===== config.mk =====
export PLATFORM = sky130hd
export DESIGN_NAME = mem_port_arbiter
export DESIGN_NICKNAME = d
export VERILOG_FILES = /design/src/rtl/mem_port_arbiter.sv
export SDC_FILE = /design/constraint.sdc
export NUM_CORES = 1
export LEC_CHECK = 0
export BUFFER_PORTS_ARGS = -buffer_cell sky130_fd_sc_hd__buf_2
export CORE_AREA = 2 2 104 106
export DETAILED_ROUTE_END_ITERATION = 6
export DIE_AREA = 0 0 106 108
export GPL_ROUTABILITY_DRIVEN = 0
export PLACE_DENSITY = 0.76
export SYNTH_ARGS = -nofsm -noshare
export SYNTH_HDL_FRONTEND = slang
export SYNTH_SLANG_ARGS = --single-unit

===== constraint.sdc =====
create_clock -name clk -period 2.2 [get_ports clk]
set_clock_uncertainty 0.05 [all_clocks]
set_input_delay 0 -clock clk [delete_from_list [all_inputs] [get_ports clk]]
set_output_delay 0 -clock clk [all_outputs]
set_load 0.01 [all_outputs]

===== src/rtl/mem_port_arbiter.sv =====
// Shares one RAM port between the I-side refill path and the D-cache path.
// Grant in G, RAM command in G+1, response in G+1+RAM_LATENCY, next grant in G+2+RAM_LATENCY.
// Backpressure: requesters hold req until their combinational gnt; none granted while busy.
//
// Ports: i_* (I read requests), d_* (D read/write requests), ram_* (RAM command and
// read data), busy (state not IDLE). Optional build macro MEM_ARB_RR_EN selects
// round-robin arbitration on contention instead of fixed D-over-I priority.
module mem_port_arbiter #(
    parameter int DATA_WIDTH  = 32,
    parameter int ADDR_WIDTH  = 32,
    parameter int RAM_LATENCY = 2
) (
    input  logic                  clk,
    input  logic                  rst_n,
    input  logic                  i_req,
    input  logic [ADDR_WIDTH-1:0] i_addr,
    output logic                  i_gnt,
    output logic                  i_rvalid,
    output logic [DATA_WIDTH-1:0] i_rdata,
    input  logic                  d_req,
    input  logic                  d_we,
    input  logic [ADDR_WIDTH-1:0] d_addr,
    input  logic [DATA_WIDTH-1:0] d_wdata,
    output logic                  d_gnt,
    output logic                  d_rvalid,
    output logic [DATA_WIDTH-1:0] d_rdata,
    output logic                  ram_en,
    output logic                  ram_we,
    output logic [ADDR_WIDTH-1:0] ram_addr,
    output logic [DATA_WIDTH-1:0] ram_wdata,
    input  logic [DATA_WIDTH-1:0] ram_rdata,
    output logic                  busy
);

    typedef enum logic [1:0] {
        IDLE  = 2'd0,
        ISSUE = 2'd1,
        WAIT  = 2'd2
    } state_t;

    localparam logic [3:0] LAT_M1 = 4'(RAM_LATENCY - 1);

    state_t                state;
    state_t                state_nxt;
    logic [3:0]            cnt;
    logic [ADDR_WIDTH-1:0] cap_addr;
    logic [DATA_WIDTH-1:0] cap_wdata;
    logic                  cap_we;
    logic                  cap_d;      // owner of the transaction in flight: 1 = D, 0 = I
    logic                  grant_i;
    logic                  grant_d;
    logic                  resp;

    // Grants are gated by rst_n so that nothing is granted while reset is held,
    // even though the request inputs may already be high.
`ifdef MEM_ARB_RR_EN
    logic last_d;              // 1 = D won the most recent grant

    always_comb begin
        grant_i = 1'b0;
        grant_d = 1'b0;
        if (rst_n && state == IDLE) begin
            if (i_req && d_req) begin
                // Contention: the side that did not win last time goes now.
                grant_d = !last_d;
                grant_i = last_d;
            end else begin
                grant_d = d_req;
                grant_i = i_req;
            end
        end
    end

    always_ff @(posedge clk or negedge rst_n) begin
        if (!rst_n) begin
            last_d <= 1'b0;
        end else if (grant_i || grant_d) begin
            last_d <= grant_d;
        end
    end
`else
    always_comb begin
        grant_i = 1'b0;
        grant_d = 1'b0;
        if (rst_n && state == IDLE) begin
            grant_d = d_req;
            grant_i = i_req && !d_req;
        end
    end
`endif

    always_ff @(posedge clk or negedge rst_n) begin
        if (!rst_n) begin
            state     <= IDLE;
            cnt       <= 4'd0;
            cap_addr  <= '0;
            cap_wdata <= '0;
            cap_we    <= 1'b0;
            cap_d     <= 1'b0;
        end else begin
            state <= state_nxt;
            if (grant_i || grant_d) begin
                cap_addr  <= grant_d ? d_addr : i_addr;
                cap_wdata <= grant_d ? d_wdata : '0;
                cap_we    <= grant_d && d_we;
                cap_d     <= grant_d;
            end
            if (state == ISSUE) begin
                cnt <= LAT_M1;
            end else if (state == WAIT && cnt != 4'd0) begin
                cnt <= cnt - 4'd1;
            end
        end
    end

    always_comb begin
        state_nxt = state;
        resp      = 1'b0;
        ram_en    = 1'b0;
        ram_we    = 1'b0;
        ram_addr  = '0;
        ram_wdata = '0;
        case (state)
            IDLE: begin
                if (grant_i || grant_d) state_nxt = ISSUE;
            end
            ISSUE: begin
                ram_en    = 1'b1;
                ram_we    = cap_we;
                ram_addr  = cap_addr;
                ram_wdata = cap_wdata;
                state_nxt = WAIT;
            end
            WAIT: begin
                // Counter at zero marks the cycle in which ram_rdata is valid.
                if (cnt == 4'd0) begin
                    resp      = 1'b1;
                    state_nxt = IDLE;
                end
            end
            default: state_nxt = IDLE;
        endcase
    end

    assign i_gnt    = grant_i;
    assign d_gnt    = grant_d;
    assign i_rvalid = resp && !cap_d;
    assign d_rvalid = resp && cap_d;
    assign i_rdata  = i_rvalid ? ram_rdata : '0;
    assign d_rdata  = d_rvalid ? ram_rdata : '0;
    assign busy     = (state != IDLE);

endmodule


==> impl_metrics.yaml <==
status:
  status: "finished, violations left"
  failed_checks: "negative setup slack"
clocking:
  cts_buffers: 9
  clock_latency_ns: 0.34
  cts_tree: "yes"
  cts.htree.levels: 3
  clockBufferDepth: 2
  clock_sinks: 72
  cts-root-buf: "clkbuf_8"
  path_clk_slew_ns: 0.08
detailed_routing:
  drt_pre_antenna_iters: 4
  initialDrtViolationCount: 350
  highest_layer: "met4"
  vias_per_cell: 5.08
  dr_wl_met2_um: 8510
  wl_met3_um: 894
  drt-total-wl_um: 15500
  drcViolationCount: 0
  wl_met1_um: 5540
  wl_per_cell_um: 17.7
  vias: 4458
  ant_nets: 0
synthesis:
  yosys.area.top_type: "dfrtp_1"
  synth_edf_count: 0
  ys_seq_area_share_pct: 44.1
  syn_area_um2: 4090
  synth.most_common_cell: "and2_1"
  syn-instance-count: 407
  synthArstFlopShare_pct: 100
  synth_ff_type: "dfrtp_1"
  synth_area_per_cell_um2: 10.0
  synth_seq_cells: 72
  yosys.area.top_type_share_pct: 44.1
  synthDistinctLibCells: 32
  synth_nets: 542
  synth_area_leaders: "dfrtp_1 (44%), and2_1 (20%), a22o_1 (7.1%)"
  yosysWarnings: 0
  ys_top_cells_by_count: "and2_1 (129), dfrtp_1 (72), a22o_1 (33)"
sta:
  final_hold_viol_count: 0
  rsz0062_at_grt: "yes"
  fin_crit_sh_pct: 104
  tightest_slew_ns: 0.831
  maxSlewHeadroom_pct: 44.4
  final-setup-viol-count: 32
  period_needed_ns: 2.28
  slew_violations: 0
  setup_slack_ns: -0.0813
  fmax_ghz: 0.438
pwr:
  power.leakage_nw: 3.71
  irDropWorstVdd_v: 0.000455
  power.density_nw_per_um2: 864
finish:
  instances_no_fill: 877
  regArea_um2: 1800
  final_nets: 870
  postLayoutCoreUtil_pct: 66.0
  num-fill-cells: 799
  drive_above_1_share_pct: 45.0
  final_area_um2: 6750
  area_delta_synth_final_pct: 65.2
  multi_input_area_um2: 2140
floorplan:
  die_w_um: 106
  die_area_um2: 11400
  io_pins: 268
  core_um2: 10200
  initial_core_util_pct: 39.9
  die_h_um: 108
  rows: 37
critical_path:
  cp.arrival_ns: 2.23
  endpoint_kind: "output port"
  crit_chain: "inv_2, ha_4, or3b_4, nor3_4, buf_12, clkbuf_16, and2_1, buf_2"
  slowest_stage: "dfrtp_1"
  cp_data_required_time_ns: 2.15
  worst_setup_path_start_kind: "register"
  worst-setup-path-type: "reg2out"
  crit_fanout: 8
  slowest_delay_ns: 0.42
min_path:
  hp-class: "in2async"
run:
  maxCapViolCount: 0
global_route:
  grt_usage_pct: 25.3
  grt_max_degree: 62
  grt_pass1_vias: 4402
  grt_pass1_wl_um: 22800
  grt_overflow: 0
  antenna_found_initial: 1
place:
  place_inst: 781
  dpl_cell_area_um2: 5510
  dpl.hpwl_um: 9880
  portBuffers: 267
cell usage in the layout, fill, tap and decap left out, drive strengths merged:
cell           n
buf          285
and2         129
dfrtp         72
dlygate4sd3   68
a22o          33
and3b         30
a21oi         30
o2bb2ai       30
clkbuf        13
nand2          6
inv            6
nand3          5
clkinvlp       3
nand2b         2
or3b           2
nor3           2
nor2           2
nor2b          2
mux2i          2
a31oi          2
a22oi          2
bufinv         2
o21ai          2
ha             2
diode          1
or2            1
nor4bb         1
nor3b          1
a211oi         1
nand4b         1
nor4           1
o311ai         1
a21o           1
worst max-delay path, delay by kind of cell, from the launching register on:
kind / cells / cell delay (ns)
simple gates: 3 / 0.79
buf+inv: 4 / 0.54
flops: 1 / 0.42
fa+ha+maj: 1 / 0.14
per-layer routing:
layer | up-vias | global-route usage (%)
met5 | - | 0
met4 | 0 | 9.96
met3 | 39 | 5.73
met2 | 190 | 48.7
met1 | 2154 | 26.8
li1 | 2075 | -
stage by stage:
step,hold slack (ns),TNS (ns),worst slack [ns],power [mW]
after floorplan,-0.346,0,0.528,3.52
after CTS,0.00335,0,0.0135,5.63
after global placement,-0.185,0,0.365,4.17
after detailed placement,-0.185,0,0.239,4.27
after global routing,0.0150,-4.20,-0.169,6.21
final,0.0178,-1.40,-0.0813,5.83
registers in the layout, indices dropped and copies added, names as in the netlist:
name       cells
cap_addr      32
cap_wdata     32
cnt            4
state          2
cap_d          1
cap_we         1
final timing paths:
kind | slack [ns] | startpoint | end | cells past startpoint
worst min-delay path | 0.02 | rst_n | cap_addr[29] | 2
min in group clk | 0.02 | i_addr[11] | cap_addr[11] | 4
worst max-delay path | -0.08 | cnt[0] | d_rdata[14] | 8
max in group asynchronous | 1.09 | rst_n | cap_wdata[20] | 3
worst max register to register | 0.15 | state[1] | cap_addr[29] | 4
worst min register to register | 0.44 | cap_addr[13] | cap_addr[13] | 1
repair_timing:
item,CTS,global route
endpoints found under the hold margin,115,0
pin swaps,0,16
hold buffers,68,0
cloned,0,4
gates resized for setup,3,43
setup endpoints to repair,64,66
setup buffers,0,7
report_power, final:
part	internal (mW)	switching, mW	leakage (nW)
clock	0.674	0.537	0.105
combinational	1.21	1.08	2.70
sequential	1.94	0.390	0.908
total	3.82	2.01	3.71
cell type report:
type	instances	share of cell area, %
timing repair buffer	356	35.4
multi-input combinational	291	31.7
sequential	72	26.7
tap	136	2.52
clock buffer	10	2.04
clock inverter	6	1.35
inverter	5	0.278
antenna	1	0.0371
cell families (layout without fill, tap and decap cells):
logic type | after synthesis | after routing | synth area share, %
buffers and inverters | 44 | 377 | 5.57
other | 0 | 1 | 0
AOI/OAI and AO/OA | 102 | 102 | 18.8
adders and majority gates | 2 | 2 | 0.612
muxes | 2 | 2 | 0.490
DFF | 72 | 72 | 44.1
and+or+nand+nor | 185 | 185 | 30.4
(Power assumes the default switching activity.)
